===== src/rtl/vram_note_pkg.sv =====
// Shared types and constants for the note-display VRAM writer.
//   COLS, ROWS, VRAM_WORDS : screen geometry (two 16-bit cells per 32-bit word)
//   symbol_t               : packed 16-bit note symbol
//   cmd_t                  : one note-placement command
//   state_e                : write-master FSM states
//   cell_index()           : linear cell index row*cols+col (13 bits)
package vram_note_pkg;

  localparam int COLS       = 80;
  localparam int ROWS       = 60;
  localparam int VRAM_WORDS = ROWS * COLS / 2;

  typedef struct packed {
    logic [4:0] glyph;
    logic [2:0] rsvd_hi;
    logic [1:0] ledger;
    logic       rsvd_mid;
    logic [1:0] line;
    logic       rsvd_lo;
    logic [1:0] dot;
  } symbol_t;

  typedef enum logic {
    OP_PUT   = 1'b0,
    OP_CLEAR = 1'b1
  } op_e;

  typedef struct packed {
    op_e        op;
    logic [5:0] row;
    logic [6:0] col;
    symbol_t    symbol;
  } cmd_t;

  typedef enum logic [1:0] {
    ST_IDLE,
    ST_PUT,
    ST_CLEAR
  } state_e;

  function automatic logic [12:0] cell_index(input logic [5:0] row,
                                             input logic [6:0] col,
                                             input int         cols);
    return 13'(row) * 13'(cols) + 13'(col);
  endfunction

endpackage


===== src/rtl/note_cmd_fifo.sv =====
// Synchronous first-word-fall-through command FIFO.
//   clk, rst   : clock, asynchronous active-high reset (pointers only)
//   push/push_data : write side; a push while full is ignored
//   pop/head   : read side; head is valid whenever empty is low
//   full/empty : occupancy flags
// DEPTH must be a power of two, at least 2.
module note_cmd_fifo
  import vram_note_pkg::*;
#(
  parameter int  DEPTH = 4,
  parameter type T     = cmd_t
) (
  input  logic clk,
  input  logic rst,
  input  logic push,
  input  T     push_data,
  input  logic pop,
  output T     head,
  output logic full,
  output logic empty
);

  localparam int AW = $clog2(DEPTH);

  T           mem [DEPTH];
  logic [AW:0] wr_ptr;
  logic [AW:0] rd_ptr;

  // Extra pointer bit distinguishes full from empty when the indices match.
  assign empty = (wr_ptr == rd_ptr);
  assign full  = (wr_ptr[AW] != rd_ptr[AW]) && (wr_ptr[AW-1:0] == rd_ptr[AW-1:0]);
  assign head  = mem[rd_ptr[AW-1:0]];

  always_ff @(posedge clk or posedge rst) begin
    if (rst) begin
      wr_ptr <= '0;
      rd_ptr <= '0;
    end else begin
      if (push && !full)
        wr_ptr <= wr_ptr + (AW+1)'(1);
      if (pop && !empty)
        rd_ptr <= rd_ptr + (AW+1)'(1);
    end
  end

  always_ff @(posedge clk) begin
    if (push && !full)
      mem[wr_ptr[AW-1:0]] <= push_data;
  end

endmodule


===== src/rtl/vram_note_writer.sv =====
// Avalon-MM write master filling the note-display VRAM from (row, col, symbol)
// commands. Two 16-bit cells per 32-bit word: even cell in the low half.
//   clk, rst          : clock, asynchronous active-high reset
//   cmd_*             : upstream valid/ready command port (op 0=PUT, 1=CLEAR)
//   avm_*             : Avalon-MM write master toward the VRAM slave
//   busy              : FIFO non-empty or a write/clear in flight
//   err               : one-cycle pulse when a command is dropped
// Build option: define VRAM_NOTE_WRITER_CLEAR_EN to implement CLEAR; without it
// CLEAR commands are dropped and flagged on err like out-of-range PUTs.
module vram_note_writer
  import vram_note_pkg::*;
#(
  parameter int COLS       = vram_note_pkg::COLS,
  parameter int ROWS       = vram_note_pkg::ROWS,
  parameter int ADDR_W     = 12,
  parameter int FIFO_DEPTH = 4
) (
  input  logic              clk,
  input  logic              rst,
  input  logic              cmd_valid,
  output logic              cmd_ready,
  input  logic              cmd_op,
  input  logic [5:0]        cmd_row,
  input  logic [6:0]        cmd_col,
  input  logic [15:0]       cmd_symbol,
  output logic [ADDR_W-1:0] avm_address,
  output logic              avm_write,
  output logic [31:0]       avm_writedata,
  output logic [3:0]        avm_byteenable,
  input  logic              avm_waitrequest,
  output logic              busy,
  output logic              err
);

  localparam int WORDS = ROWS * COLS / 2;

  cmd_t        cmd_in;
  cmd_t        head;
  logic        full;
  logic        empty;
  logic        accept;
  logic        out_of_range;
  logic        drop;
  logic        push;
  logic        pop;
  logic [12:0] idx;
  state_e      state;

  assign cmd_in.op     = op_e'(cmd_op);
  assign cmd_in.row    = cmd_row;
  assign cmd_in.col    = cmd_col;
  assign cmd_in.symbol = symbol_t'(cmd_symbol);

  assign cmd_ready    = !full;
  assign accept       = cmd_valid && !full;
  assign out_of_range = (int'(cmd_row) >= ROWS) || (int'(cmd_col) >= COLS);

  // Bad commands are still accepted so upstream never stalls on them.
`ifdef VRAM_NOTE_WRITER_CLEAR_EN
  assign drop = !cmd_op && out_of_range;
`else
  assign drop = cmd_op || out_of_range;
`endif

  assign push = accept && !drop;
  assign pop  = (state == ST_IDLE) && !empty;
  assign idx  = cell_index(head.row, head.col, COLS);
  assign busy = !empty || (state != ST_IDLE);

  note_cmd_fifo #(
    .DEPTH (FIFO_DEPTH),
    .T     (cmd_t)
  ) u_fifo (
    .clk       (clk),
    .rst       (rst),
    .push      (push),
    .push_data (cmd_in),
    .pop       (pop),
    .head      (head),
    .full      (full),
    .empty     (empty)
  );

  always_ff @(posedge clk or posedge rst) begin
    if (rst) begin
      state          <= ST_IDLE;
      avm_write      <= 1'b0;
      avm_address    <= '0;
      avm_writedata  <= '0;
      avm_byteenable <= '0;
      err            <= 1'b0;
    end else begin
      err <= accept && drop;
      case (state)
        ST_IDLE: begin
          if (!empty) begin
            avm_write <= 1'b1;
`ifdef VRAM_NOTE_WRITER_CLEAR_EN
            if (head.op == OP_CLEAR) begin
              avm_address    <= '0;
              avm_writedata  <= {head.symbol, head.symbol};
              avm_byteenable <= 4'b1111;
              state          <= ST_CLEAR;
            end else
`endif
            begin
              avm_address    <= ADDR_W'(idx[12:1]);
              avm_writedata  <= idx[0] ? {head.symbol, 16'h0000} : {16'h0000, head.symbol};
              avm_byteenable <= idx[0] ? 4'b1100 : 4'b0011;
              state          <= ST_PUT;
            end
          end
        end
        ST_PUT: begin
          // Dropping write here guarantees an idle cycle between PUTs.
          if (!avm_waitrequest) begin
            avm_write <= 1'b0;
            state     <= ST_IDLE;
          end
        end
`ifdef VRAM_NOTE_WRITER_CLEAR_EN
        ST_CLEAR: begin
          if (!avm_waitrequest) begin
            if (avm_address == ADDR_W'(WORDS - 1)) begin
              avm_write <= 1'b0;
              state     <= ST_IDLE;
            end else begin
              avm_address <= avm_address + ADDR_W'(1);
            end
          end
        end
`endif
        default: begin
          avm_write <= 1'b0;
          state     <= ST_IDLE;
        end
      endcase
    end
  end

endmodule


===== config.mk =====
export PLATFORM = sky130hd
export DESIGN_NAME = vram_note_writer
export DESIGN_NICKNAME = d
export VERILOG_FILES = /design/src/rtl/vram_note_pkg.sv /design/src/rtl/note_cmd_fifo.sv /design/src/rtl/vram_note_writer.sv
export SDC_FILE = /design/constraint.sdc
export NUM_CORES = 1
export LEC_CHECK = 0
export ABC_AREA = 1
export ABC_CLOCK_PERIOD_IN_PS = 3300
export BUFFER_PORTS_ARGS = -buffer_cell sky130_fd_sc_hd__buf_2
export CORE_MARGIN = 2
export CORE_UTILIZATION = 45
export CTS_BUF_LIST = sky130_fd_sc_hd__clkbuf_8 sky130_fd_sc_hd__clkbuf_16
export CTS_CLUSTER_DIAMETER = 80
export CTS_CLUSTER_SIZE = 25
export DETAILED_ROUTE_END_ITERATION = 16
export GPL_TIMING_DRIVEN = 1
export SLEW_MARGIN = 20
export SYNTH_ARGS = -nofsm -noshare
export SYNTH_HDL_FRONTEND = slang
export SYNTH_SLANG_ARGS = --single-unit

===== constraint.sdc =====
create_clock -name clk -period 3.3 [get_ports clk]
set_input_delay 0.825 -clock clk [delete_from_list [all_inputs] [get_ports clk]]
set_output_delay 0.825 -clock clk [all_outputs]
set_load 0.01 [all_outputs]

* Word-level counts from Yosys, hierarchy flattened *
Memories as Yosys holds them, arrays and structs flattened.
Index checks and enable logic that the tools add are counted.

storage, ports and cells
  bits in registers = 58
  memory bits (writable) = 120
  input port bits = 34
  memories = 1

operators by class
  add/subtract/negate cells = 3
  multipliers = 1
  magnitude comparators = 2
  eq/ne operators = 6
  muxes and demuxes = 10
  bitwise operators = 1
  reduce and logical (&&, ||, !) cells = 17

memories
  name        words  width  read ports  clocked after memory_dff  write ports  line                 source
  u_fifo.mem  4      30     1           0                         1            note_cmd_fifo.sv:25  T mem [DEPTH];

operators by type and width
  cell                 count
  $mux 32              1
  $add 13x7->13        1
  $mul 6x3->9 const B  1
  $ge 7x7->1 const B   1
  $logic_and 1x1->1    7
  $add 3x1->3 const B  2
  $ge 6x6->1 const B   1
  $mux 1               4
  $mux 2               2
  $mux 4               1
  $ne 2x2->1 const B   2
  $pmux 2 s2           1
  $reduce_and 2->1     2
  $eq 3x3->1           1
  $logic_not 1->1      3
  $logic_or 1x1->1     3
  $eq 2x1->1 const B   1
  $eq 2x2->1           1
  $logic_not 2->1      1
  $pmux 1 s2           1
  $reduce_bool 2->1    1
  $ne 1x1->1           1
  $not 1->1            1

* Depth between registers and ports, before layout *
  depth after elaboration = 8
  gate-level depth with buffers = 18
  gate-level depth less buffers = 17

* By module *
From an unflattened synthesis, not the netlist that was laid out.

second synthesis, totals
  cell total of the unflattened synthesis = 611
  area total of the unflattened synthesis = 7205.7 µm²

by module, submodules not included
  module            instances  cells each  area each (µm²)  seq. area each (µm²)
  note_cmd_fifo     1          352         4884.7           3753.6
  vram_note_writer  1          259         2321.0           1201.2

* Worst setup path before layout *
Ideal clock, no wire load.

  path kind = input to register
  from = in cmd_col[4]
  to = mem u_fifo.mem[0][0] (netlist bit) (enable)
  data arrival time = 2678 ps
  required time = 2885 ps
  path slack = 207 ps
  stages = 4
  cell sequence = o21a_1 -> nor3_1 -> nand3_2 -> nor2_1

between the ends
  longest elaborated chain between the ends = 8

ends and longest elaborated chain
  element                       line                    source
  start: declaration            vram_note_writer.sv:24  input logic [6:0] cmd_col,
  $ge 7x7->1                    vram_note_writer.sv:56  assign out_of_range = (int'(cmd_row) >= ROWS) || (int'(cmd_col) >= COLS);
  $logic_or 1x1->1              vram_note_writer.sv:56
  $logic_or 1x1->1              vram_note_writer.sv:62  assign drop = cmd_op || out_of_range;
  $logic_not 1->1               vram_note_writer.sv:65  assign push = accept && !drop;
  $logic_and 1x1->1             vram_note_writer.sv:65
  $logic_and 1x1->1             note_cmd_fifo.sv:47     if (push && !full)
  $mux 1                        note_cmd_fifo.sv:47
  $mux 1 (implied by the code)  note_cmd_fifo.sv:48     mem[wr_ptr[AW-1:0]] <= push_data;
  end: declaration              note_cmd_fifo.sv:25

No other way between the ends.

* Worst setup path after layout *
  from = reg u_fifo.rd_ptr[0]
  to = reg avm_address[11]

between the ends
  longest elaborated chain between the ends = 3

ends and longest elaborated chain
  element                                                   line                     source
  start: declaration                                        note_cmd_fifo.sv:27      logic [AW:0] rd_ptr;
  start signal: assignment                                  note_cmd_fifo.sv:42      rd_ptr <= rd_ptr + (AW+1)'(1);
  $mem_v2 4x30 / $eq 3x3->1 (equally long branches)         --
  $mul 6x3->9 / $not 1->1 (equally long branches)           --
  $add 13x7->13 / $reduce_and 2->1 (equally long branches)  --
  end signal: assignment                                    vram_note_writer.sv:107  avm_address <= ADDR_W'(idx[12:1]);
  end: declaration                                          vram_note_writer.sv:26   output logic [ADDR_W-1:0] avm_address,

Several ways; a longest one is shown, not always the timed one.
A chain may end at the register's enable or synchronous reset.

==> metrics.md <==
| Metric | Value |
|---|---|
| Post-CTS Resized | 0 |
| Top cell type's share of synthesized area | 0.5023 |
| DP Worst Slack | ~0.47 ns |
| Synth Area in Compound Gates | 0.07597 |
| Vias in the first global route | 4400 |
| Mean number of vias per cell | roughly 5.2 |
| Syn_area_per_cell | 11.67 µm² |
| Ant diodes | 0 |
| Clock latency on the worst-skew pair | ~0.42 ns |
| Post-synthesis mux area share | 0 |
| Initial drt markers | between 300 and 400 |
| First-pass GRT wire length | 23290 µm |
| Wirelength per Cell | 16.66 µm |
| Top-count cell post-synth | nand2_1 |
| CTS Sinks | 170 |
| Total core area | roughly 15000 µm² |
| Postcts setup bufs | 0 |
| Vert. Die Dim | between 100 and 150 µm |
| Ranking of synthesized cells by area | edfxtp_1 50%, dfrtp_1 19%, nand2_1 7.7%, o21ai_0 4.3%, nor2_1 3.7% |
| Largest net degree at the start of global routing | 35 |
| Fmax | roughly 350 MHz |
| Die area | 16420 µm² |
| Period minus WS final | 2.850 ns |
| Share of layout cells above drive strength 1 | 0.1991 |
| CP required | around 3.7 ns |
| Slew Limit Fails | 0 |
| Post-Synth XOR/XNOR Area | 0.01137 |
| Initial antenna violation count | 0 |
| Post-Route Setup TNS | 0 ns |
| CP peak stage delay | roughly 0.48 ns |
| Synth warnings | 0 |
| Syn Inst Count | a little under 600 |
| Register area share after synthesis | 0.6972 |
| Setup WS post-layout | approximately 0.45 ns |
| Initial Utilization | 0.4578 |
| Antenna-violating nets left | 0 |
| CP Buf/Inv Count | 2 |
| Netlist cell types | 30 |
| First-pass iteration count of the detailed router | 5 |
| CP Depth | 14 |
| Hpwl dp | 9324 µm |
| Placed cell area | 7607 µm² |
| Longest Clk Path Bufs | 2 |
| Htree depth | 4 |
| Fin area | just over 8000 µm² |
| Total track usage | 0.1880 |
| FF+latch area | between 4000 and 5000 µm² |
| CP cell instances | inv_2 -> buf_4 -> o21ai_0 -> o22ai_1 -> ha_1 -> ha_1 -> nand2_1 -> a21oi_1 -> nand3_1 -> nor2_1 -> nand2_1 -> nand2_1 -> nand2_1 -> nand2_1 |
| Buffers added on ports | 85 |
| Syn_nets | between 600 and 700 |
| Setup Crit Path Kind | reg2reg |
| Post-synth top area cell | edfxtp_1 |
| Mapped Area | between 6000 and 7000 µm² |
| Max_cap viols | 0 |
| Nets | 732 |
| Critical path arrival | roughly 3.2 ns |
| Max VDD drop | around 460 µV |
| # IOs | 86 |
| Outcome | finished, final reports clean |
| Slew headroom | 0.4637 |
| Commonest cells post-synth | 142 x nand2_1, 116 x edfxtp_1, 69 x nor2_1, 59 x o21ai_0, 54 x dfrtp_1 |
| Post-Synth Adder-Cell Area | 0.03464 |
| Pwr per Cell Area | between 1000 and 1500 nW/µm² |
| Crit. End Element | flop |
| Gp weighted congestion | roughly 0.9 |
| Filler Cells Inserted | ~1300 |
| Max FO, Critical Path | 21 |
| Pleak | around 3.5 nW |
| Post-CTS Hold Buffers | 0 |
| GRT Residual Overflow | 0 |
| Top delay family on crit path | simple AND/OR/NAND/NOR gates |
| Final Hold Violating Endpoints | 0 |
| RSZ-0062 raised after global routing | no |
| Worst-margin pin slew | a little over 0.8 ns |
| CTS buffer count | 17 |
| FFs w/ async S/R, synth | 0.3176 |
| Yosys reg bits | between 150 and 200 |
| CTS root buf | clkbuf_16 |
| Largest family of logic cells by synthesized area | simple AND/OR/NAND/NOR gates |
| Startpoint Class | flop |
| Final setup fails | 0 |
| Min-Delay Path Class | in2async |
| CTS tree | built |
| DRT Wirelength | 14670 µm |
| Fin crit share | 0.8637 |
| CP max-delay cell | dfrtp_2 |
| Simple-Gate Fraction of Synth Area | 0.1462 |
| Vias | approximately 4600 |
| Area taken by multi-input logic gates | between 1500 and 2000 µm² |
| DRC Markers | 0 |
| P&R area growth vs syn | 17.77% |
| Number of synthesized flops with an enable pin | between 100 and 150 |
| Worst r2r path cells | 14 |
| Die Span X | between 100 and 150 µm |
| Cell mode on critical path | nand2_1 |
| CTS clock-pin slew for the worst setup and hold paths | 0.06 ns |
| Primary FF master, synth | edfxtp_1 |
| Clk_skew | about 0.007 ns |
| Rows | 45 |
==> final cells by class <==
| class | instances | share of cell area |
|---|---|---|
| Timing Repair Buffer | 97 | 0.07078 |
| Multi-Input combinational cell | 371 | 0.2289 |
| Tap cell | 188 | 0.02880 |
| Clock inverter | 15 | 0.01639 |
| Clock buffer | 17 | 0.05209 |
| Sequential cell | 170 | 0.5922 |
| Inverter | 23 | 0.01088 |
==> layout by cell type, fill, tap and decap left out, types with 5 or more instances in the layout <==
| cell type | count |
|---|---|
| nand2_1 | 142 |
| inv_1 | 21 |
| buf_2 | 85 |
| ha_1 | 16 |
| xnor2_1 | 5 |
| buf_12 | 5 |
| nor2_1 | 65 |
| dfrtp_1 | 53 |
| nand3_1 | 29 |
| clkinv_2 | 5 |
| clkbuf_16 | 17 |
| o22ai_1 | 27 |
| edfxtp_1 | 116 |
| o21ai_0 | 59 |
| buf_4 | 7 |
==> layer usage <==
metal  vias up  global-route usage  wire [µm]
li1       2222                   -          -
met5         -                   0          0
met2       130              0.2856       6841
met4         0             0.06529        195
met3        11             0.03673        685
met1      2255              0.2731       6951
==> flip-flops by register name (all words and copies together), names as in the netlist <==
name	flops
u_fifo.mem	116
avm_writedata	32
avm_address	12
u_fifo.rd_ptr	3
u_fifo.wr_ptr	3
avm_byteenable	2
avm_write	1
err	1
==> cell families (layout without fill, tap and decap cells) <==
logic type,Yosys count,after routing
AOI/OAI and AO/OA,96,96
xor gates and xnor gates,9,9
adders and majority gates,18,18
buffers and inverters,53,152
DFF,170,170
and+or+nand+nor,248,248
==> power by group <==
part | leakage, nW | switching, mW | total [mW] | internal (mW)
logic | 1.45 | 2.32 | 3.51 | 1.19
registers | 1.73 | 0.193 | 2.88 | 2.69
clock network | 0.275 | 0.777 | 1.88 | 1.10
total | 3.45 | 3.29 | 8.27 | 4.98
==> stage by stage <==
stage / util / hold slack (ns) / power [mW] / std cells
after floorplan: - / 0.4647 / 5.465 / 594
after global placement: 0.5023 / 0.4589 / 6.356 / 849
after detailed placement: 0.5023 / 0.4623 / 6.449 / 849
after CTS: 0.5392 / 0.4574 / 8.341 / 881
after global routing: 0.5392 / 0.4890 / 8.923 / 881
final: 0.5392 / 0.4587 / 8.267 / 881
==> worst paths after layout <==
check                                     to  slack, ns              start
max in group asynchronous  avm_writedata[25]       2.27                rst
min in group clk           avm_writedata[19]       0.47  avm_writedata[19]
max reg2reg                  avm_address[11]       0.45   u_fifo.rd_ptr[0]
min                                avm_write       0.46                rst
max                          avm_address[11]       0.45   u_fifo.rd_ptr[0]
min reg2reg                avm_writedata[19]       0.47  avm_writedata[19]
No activity file was read; power rests on OpenSTA's default activity.
